==> src/rtl/serial_subtractor_pkg.sv <==
// serial_subtractor_pkg: shared state encodings and default width for the serial subtractor
package serial_subtractor_pkg;
  localparam int DEF_WIDTH = 32;
  typedef enum logic [1:0] {
    ST_IDLE = 2'b00,
    ST_BUSY = 2'b01,
    ST_DONE = 2'b10
  } state_t;
endpackage

==> src/rtl/serial_subtractor_half_subtractor.sv <==
// half_subtractor: one-bit half subtractor, Dout = X - Y with borrow Bout
// Ports:
//   X, Y  : minuend / subtrahend bits
//   Dout  : difference bit X^Y
//   Bout  : borrow out ~X&Y
module half_subtractor (
  output logic Dout,
  output logic Bout,
  input  logic X,
  input  logic Y
);
  assign Dout = X ^ Y;
  assign Bout = ~X & Y;
endmodule

==> src/rtl/serial_subtractor.sv <==
// serial_subtractor: bit-serial two's-complement D = A - B, LSB first, one bit per clock
// Ports:
//   CLK, RST  : clock (rising edge), synchronous active-high reset
//   START     : request; A and B are captured when accepted (IDLE or DONE)
//   A, B      : minuend, subtrahend
//   D         : difference, held until the next completion or reset
//   BO, V, Z  : borrow out, signed overflow, zero flag (registered with D)
//   BUSY      : high for the WIDTH cycles of an operation
//   DONE      : one-cycle pulse when D/BO/V/Z are updated
module serial_subtractor
  import serial_subtractor_pkg::*;
#(
  parameter int WIDTH = DEF_WIDTH,
  parameter int CNT_W = 6
) (
  input  logic             CLK,
  input  logic             RST,
  input  logic             START,
  input  logic [WIDTH-1:0] A,
  input  logic [WIDTH-1:0] B,
  output logic [WIDTH-1:0] D,
  output logic             BO,
  output logic             V,
  output logic             Z,
  output logic             BUSY,
  output logic             DONE
);
  state_t             r_state;
  state_t             w_next;
  logic [WIDTH-1:0]   r_a;
  logic [WIDTH-1:0]   r_b;
  logic [WIDTH-1:0]   r_res;
  logic [CNT_W-1:0]   r_cnt;
  logic               r_borrow;
  logic               r_sa;
  logic               r_sb;
  logic               w_x;
  logic               w_b1;
  logic               w_b2;
  logic               w_d;
  logic               w_bo;
  logic               w_accept;
  logic               w_last;
  logic [WIDTH-1:0]   w_res;

  // Full subtractor for the current bit: two half subtractors plus an OR on the borrows
  half_subtractor u_hs0 (.Dout(w_x), .Bout(w_b1), .X(r_a[0]), .Y(r_b[0]));
  half_subtractor u_hs1 (.Dout(w_d), .Bout(w_b2), .X(w_x),    .Y(r_borrow));
  assign w_bo = w_b1 | w_b2;

  // New difference bit enters at the MSB so that after WIDTH shifts bit 0 sits at the LSB
  assign w_res = {w_d, r_res[WIDTH-1:1]};

  always_comb begin
    w_accept = (r_state != ST_BUSY) && START;
    w_last   = (r_state == ST_BUSY) && (r_cnt == CNT_W'(WIDTH - 1));
    w_next   = w_accept ? ST_BUSY :
               (r_state == ST_BUSY) ? (w_last ? ST_DONE : ST_BUSY) : ST_IDLE;
  end

  always_ff @(posedge CLK) begin
    if (RST) begin
      r_state  <= ST_IDLE;
      r_a      <= '0;
      r_b      <= '0;
      r_res    <= '0;
      r_cnt    <= '0;
      r_borrow <= 1'b0;
      r_sa     <= 1'b0;
      r_sb     <= 1'b0;
      D        <= '0;
      BO       <= 1'b0;
      V        <= 1'b0;
      Z        <= 1'b0;
    end else begin
      r_state <= w_next;
      if (w_accept) begin
        r_a      <= A;
        r_b      <= B;
        r_borrow <= 1'b0;
        r_cnt    <= '0;
        r_sa     <= A[WIDTH-1];
        r_sb     <= B[WIDTH-1];
      end else if (r_state == ST_BUSY) begin
        r_a      <= {1'b0, r_a[WIDTH-1:1]};
        r_b      <= {1'b0, r_b[WIDTH-1:1]};
        r_borrow <= w_bo;
        r_res    <= w_res;
        r_cnt    <= r_cnt + CNT_W'(1);
        if (w_last) begin
          D  <= w_res;
          BO <= w_bo;
          V  <= (r_sa ^ r_sb) & (r_sa ^ w_d);
          Z  <= ~|w_res;
        end
      end
    end
  end

  assign BUSY = (r_state == ST_BUSY);
  assign DONE = (r_state == ST_DONE);
endmodule

==> config.mk <==
export PLATFORM = sky130hd
export DESIGN_NAME = serial_subtractor
export DESIGN_NICKNAME = d
export VERILOG_FILES = /design/src/rtl/serial_subtractor_pkg.sv /design/src/rtl/serial_subtractor_half_subtractor.sv /design/src/rtl/serial_subtractor.sv
export SDC_FILE = /design/constraint.sdc
export NUM_CORES = 1
export LEC_CHECK = 0
export BUFFER_PORTS_ARGS = -buffer_cell sky130_fd_sc_hd__buf_4
export CORE_UTILIZATION = 45
export DETAILED_ROUTE_END_ITERATION = 6
export PLACE_DENSITY = 0.68
export SLEW_MARGIN = 20
export SYNTH_ARGS = -nofsm -noshare
export SYNTH_HDL_FRONTEND = slang
export SYNTH_SLANG_ARGS = --single-unit
export TNS_END_PERCENT = 100
==> constraint.sdc <==
create_clock -name CLK -period 1.5 [get_ports CLK]
set_input_delay 0.075 -clock CLK [delete_from_list [all_inputs] [get_ports CLK]]
set_output_delay 0.075 -clock CLK [all_outputs]
set_load 0.005 [all_outputs]
==> impl_metrics.json, run 1 <==
{
  "critPathLaunchType": "register",
  "synth_compound_area_frac": 0.1839,
  "synth_xor_area_frac": 0.003167,
  "drtPass1Iterations": 4,
  "dpl.hpwl_um": 7533,
  "final_cell_mix": "dfxtp_1, buf_4, nor2_1, nand2_1, mux2i_1",
  "synth.avg_cell_area_um2": 9.825,
  "synthAdderAreaFrac": 0.005881,
  "r2r_setup_slack_ns": -0.001,
  "syn-num-nets": 632,
  "hold_viol": 0,
  "cts-root-buf": "clkbuf_16",
  "synth_warnings": 0,
  "nets": 737,
  "max_slew.worst_pin.slew_ns": 0.4204,
  "wl_um": 12570,
  "drive_gt1_frac": 0.2511,
  "grt_usage": 0.1970,
  "final_common_cell": "dfxtp_1",
  "hp-start": "A[13]",
  "wire_per_inst_um": 15.18,
  "placed_area_um2": 6402,
  "crit_chain": "inv_2 > fa_1 > nor4_2 > and4_1 > a32o_1",
  "crit_family": "adder cells",
  "cts.sinks": 141,
  "fmax_mhz": 666.1,
  "grt_pass1_wl_um": 19790,
  "power_leakage_nw": 3.074,
  "drc_errors": 0,
  "fin_crit_sh": 1.001,
  "drt_iter0_markers": 245,
  "yosysSeqAreaShare": 0.5103,
  "synth_top_family_by_area": "compound AO/OA/AOI/OAI gates",
  "antenna_found_initial": 0,
  "clk_latency_ns": 0.42,
  "worstReg2RegEnd": "Z",
  "die_w_um": 112.9,
  "rows": 40,
  "min_period_ns": 1.501,
  "rr_startpoint": "r_borrow",
  "die_area_um2": 12740,
  "initial_utilization": 0.4605,
  "post-place-ws_ns": -0.04092,
  "cap_violations": 0,
  "globalplace.congestion": 0.7434,
  "hold_class": "primary input to register",
  "path_buf_inv": 1,
  "fill_cells": 1007,
  "worstPathArrival_ns": 1.81,
  "ys_top_cells_by_area": "dfxtp_1, mux2i_1, a211oi_1",
  "synth.top_cell.area_share": 0.5103,
  "vias": 4415,
  "yosysTopAreaCell": "dfxtp_1",
  "final_antenna_net_count": 0,
  "syn2layout_area_growth_pct": 32.12,
  "grt_start_max_net_pins": 98,
  "diodes": 0,
  "drv_slew": 0,
  "cpPeakStageDelay_ns": 0.59,
  "async_flop_share": 0,
  "crit_slowest_cell": "fa_1",
  "finalSetupViolCount": 1,
  "netlist_area_um2": 5532,
  "synth_edf_count": 0,
  "worst_r2r_path_depth": 5,
  "slew_headroom": 0.7197,
  "clock_skew_ns": 0.007363,
  "violations": "negative setup slack",
  "rsz0062_at_grt": "true",
  "crit_fanout": 3,
  "die_h_um": 112.9,
  "io_pins": 104,
  "cp_data_required_time_ns": 1.81,
  "ir_worst_vdd_v": 0.0007862,
  "synth-seq-cells": 141,
  "status": "complete, but fails checks",
  "synthSimpleGateAreaFrac": 0.1233,
  "coreArea_um2": 12010,
  "holdPathStages": 3,
  "cts_max_level": 4,
  "overflow": 0,
  "netlist_instances": 563,
  "clkTransAtPathRegs_ns": 0.06,
  "timing.final.ws_setup_ns": -0.001334,
  "timing.hold.ws_ns": 0.01425,
  "endpoint_kind": "register",
  "synth_ff_type": "dfxtp_1",
  "tritoncts": "done",
  "io_buffer_count": 103,
  "cts_buffer_depth": 2,
  "ys_types": 35,
  "muxShareOfSynthArea": 0.1158,
  "startpoint": "r_borrow",
  "grt_pass1_vias": 4191,
  "stdcell_area_um2": 7308,
  "power_density_nw_per_um2": 1277,
  "cts_buffers": 17,
  "hold_end": "r_a[13]",
  "path_class": "register to register",
  "viasPerCell": 5.332
}
==> what timing repair did <==
action / CTS / global route
cloned: 0 / 5
endpoints found under the setup margin: 23 / 37
pin swaps: 2 / 14
resized for setup: 11 / 6
hold endpoints to repair: 13 / 0
buffers inserted: 1 / 2
hold buffers: 11 / 0
==> metal layers <==
layer | track usage | routed length, um | share of wire | vias to the layer above
met5 | 0 | 0 | 0 | -
met4 | 0.08860 | 198 | 0.016 | 0
met3 | 0.07124 | 836 | 0.067 | 17
met2 | 0.3214 | 6054 | 0.48 | 113
met1 | 0.2331 | 5477 | 0.44 | 2053
li1 | - | - | - | 2232
==> Yosys cell counts (5+ instances only) <==
master,number
inv_1,5
mux2i_1,64
buf_4,7
dfxtp_1,141
nand2_1,65
a21oi_1,37
o21ai_0,6
a22o_1,34
a211oi_1,63
nor2_1,65
nor4_1,8
clkbuf_1,16
buf_2,18
==> how the worst max path moves through the flow <==
stage               endpoint  slack [ns]  cells past startpoint
global route               Z       -0.05                      5
floorplan                 BO       0.008                      6
detailed placement         Z       -0.04                      5
finish                     Z      -0.001                      5
global placement           Z        0.04                      5
CTS                        Z       -0.01                      5
==> cells by family (layout without fill, tap and decap cells) <==
| logic type | after synthesis | after routing |
|---|---|---|
| DFF | 141 | 141 |
| and+or+nand+nor | 155 | 155 |
| AOI/OAI and AO/OA | 144 | 144 |
| xor gates and xnor gates | 2 | 2 |
| adders and majority gates | 2 | 2 |
| buffers and inverters | 55 | 173 |
| muxes | 64 | 64 |
==> area by class of cell <==
| class | count | area (um^2) | share of cell area |
|---|---|---|---|
| Tap cell | 147 | 183.9 | 0.02517 |
| Timing Repair inverter | 1 | 8.758 | 0.001198 |
| Inverter | 7 | 38.79 | 0.005307 |
| Clock inverter | 13 | 187.7 | 0.02568 |
| Clock buffer | 19 | 452.9 | 0.06198 |
| Multi-Input combinational cell | 367 | 2430 | 0.3325 |
| Sequential cell | 141 | 2829 | 0.3871 |
| Timing Repair Buffer | 133 | 1177 | 0.1611 |
==> report_power, final <==
| group | leakage, nW | switching, mW | total (mW) | internal (mW) |
|---|---|---|---|---|
| sequential | 1.15 | 0.0916 | 4.00 | 3.91 |
| combinational | 1.63 | 0.413 | 0.838 | 0.425 |
| clock | 0.294 | 1.62 | 4.49 | 2.87 |
| total | 3.07 | 2.12 | 9.33 | 7.21 |
==> worst reg2reg max path, delay by kind of cell, from the launching register on <==
family,cells,cell delay [ns]
compound gates,1,0.24
fa+ha+maj,1,0.59
simple gates,2,0.20
buf+inv,1,0.04
flops,1,0.33
==> per-stage QoR <==
stage	instances	power (mW)	utilization	TNS [ns]
detailed placement	778	4.835	0.5330	-0.04812
global placement	778	4.805	0.5330	0
global route	828	9.688	0.6084	-0.5293
CTS	821	9.356	0.5963	-0.01205
finish	828	9.331	0.6084	-0.001334
floorplan	563	4.570	-	0
==> sequential cells by signal, summed over array words and instances (netlist names), 2 cells and up <==
| register | flops |
|---|---|
| r_a | 32 |
| r_cnt | 6 |
| D | 32 |
| r_b | 32 |
| r_res | 31 |
| r_state | 2 |
Power figures use the tool's default switching activity.
==> run 2, diff against run 1 <==
- CORE_ASPECT_RATIO: not set -> 1.1
- PLACE_DENSITY: 0.68 -> 0.79
==> impl_metrics.json, run 2 (synthesis gave the netlist of run 1 again) <==
{
  "status": "complete, but fails checks",
  "violations": "negative setup slack",
  "io_pins": 104,
  "grt_pass1_wl_um": 19870,
  "worstReg2RegEnd": "D[0]",
  "wl_um": 12450,
  "rr_startpoint": "r_cnt[1]",
  "critPathLaunchType": "register",
  "clkTransAtPathRegs_ns": 0.06,
  "grt_start_max_net_pins": 67,
  "timing.final.ws_setup_ns": -0.05864,
  "diodes": 0,
  "worstPathArrival_ns": 1.91,
  "worst_r2r_path_depth": 7,
  "die_area_um2": 12740,
  "wire_per_inst_um": 14.86,
  "io_buffer_count": 103,
  "cts_max_level": 4,
  "hold_class": "primary input to register",
  "fin_crit_sh": 1.039,
  "drv_slew": 0,
  "final_cells": 838,
  "max_slew.worst_pin.slew_ns": 0.6820,
  "cts.sinks": 141,
  "drc_errors": 0,
  "viasPerCell": 5.357,
  "power_density_nw_per_um2": 1214,
  "fill_cells": 996,
  "crit_fanout": 9,
  "cap_violations": 0,
  "multi_input_area_um2": 2419,
  "crit_family": "buffers and inverters",
  "tritoncts": "done",
  "power_leakage_nw": 3.083,
  "rows": 42,
  "min_period_ns": 1.559,
  "cpPeakStageDelay_ns": 0.36,
  "dp.cells": 795,
  "slew_headroom": 0.5453,
  "grt_usage": 0.1979,
  "coreArea_um2": 11980,
  "endpoint_kind": "register",
  "nets": 743,
  "antenna_found_initial": 0,
  "dpl.hpwl_um": 7810,
  "vias": 4489,
  "grt_pass1_vias": 4271,
  "die_w_um": 107.7,
  "final_antenna_net_count": 0,
  "crit_slowest_cell": "dfxtp_2",
  "initial_utilization": 0.4617,
  "path_buf_inv": 3,
  "holdPathStages": 3,
  "drt_iter0_markers": 223,
  "overflow": 0,
  "hp-start": "A[12]",
  "hold_end": "r_a[12]",
  "final_common_cell": "dfxtp_1",
  "syn2layout_area_growth_pct": 31.80,
  "post-place-ws_ns": -0.02996,
  "finalSetupViolCount": 35,
  "cts-root-buf": "clkbuf_16",
  "globalplace.congestion": 0.7557,
  "hold_viol": 0,
  "ir_worst_vdd_v": 0.0007524,
  "drtPass1Iterations": 4,
  "fmax_mhz": 641.6,
  "cp_data_required_time_ns": 1.86,
  "register_area_um2": 2829,
  "path_class": "register to register",
  "startpoint": "r_cnt[1]",
  "cts_buffer_depth": 2,
  "drive_gt1_frac": 0.2573,
  "final_cell_mix": "dfxtp_1, buf_4, nor2_1, nand2_1, mux2i_1",
  "reg_top3": "D (32), r_a (32), r_b (32)",
  "clk_latency_ns": 0.41,
  "cts_buffers": 17,
  "clock_skew_ns": 0.007092,
  "die_h_um": 118.3,
  "crit_chain": "ha_4 > nand3b_4 > buf_6 > nor4_4 > buf_4 > buf_8 > a22o_1",
  "rsz0062_at_grt": "true",
  "r2r_setup_slack_ns": -0.06
}
-- run 2: cell count changes in the layout (fill, tap and decap cells not counted), moves of 2 or more --
cell and change:
bufinv_16 -2, dlygate4sd3_1 -6, buf_6 +5, buf_4 +5
clkbuf_1 +3, clkinvlp_4 -3, inv_6 -3, buf_12 +3
-- run 2: worst max-delay path by stage --
stage	end	slack, ns	depth (start not counted)
after floorplan	BO	0.008	6
after global placement	Z	0.04	5
after detailed placement	Z	-0.03	5
after CTS	Z	-0.08	5
after global routing	Z	-0.11	7
final	D[0]	-0.06	7
-- run 2: timing repair --
item / CTS / global route
setup buffers: 0 / 3
pin swaps: 0 / 3
hold endpoints to repair: 7 / 0
cloned: 0 / 6
hold buffers: 5 / 0
setup endpoints to repair: 10 / 36
resized for setup: 1 / 13
-- run 2: worst register-to-register path, delay by kind of cell (launching register included) --
kind | cells | cell delay, ns
AOI/OAI and AO/OA | 1 | 0.13
and+or+nand+nor | 2 | 0.38
DFF | 1 | 0.36
buffers and inverters | 3 | 0.47
adders and majority gates | 1 | 0.15
-- run 2: per-stage QoR --
stage	setup TNS, ns	total power [mW]	util	instance area (um^2)	hold WS [ns]
after floorplan	0	4.570	-	5533	0.2227
after global placement	0	4.830	0.5424	6499	0.3572
after detailed placement	-0.02996	4.865	0.5424	6499	0.3628
after CTS	-0.07858	8.916	0.5939	7116	0.0002342
after global routing	-2.958	9.204	0.6085	7291	0.009842
final	-1.067	8.850	0.6085	7291	0.01652
-- run 2: power by group --
part	total [mW]	switching (mW)	leakage, nW	internal, mW
sequential	4.00	0.0928	1.15	3.91
combinational	0.813	0.398	1.66	0.415
clock	4.03	1.49	0.267	2.55
total	8.85	1.98	3.08	6.87
-- run 2: final cells by class --
type                    instances  area share
clock buffers                  23     0.06556
clock inverters                 6     0.01201
inverters                       7    0.003604
multi-input cells             367      0.3317
flip-flops and latches        141      0.3880
well taps                     154     0.02643
repair buffers                140      0.1726
-- run 2: layer usage --
layer  vias up  share of wire  wire length, um  global-route usage
met1      2105           0.45             5561              0.2416
met3        11          0.067              839             0.07998
met5         -              0                0                   0
met4         0         0.0092              115             0.06764
li1       2242              -                -                   -
met2       131           0.48             5937              0.3133
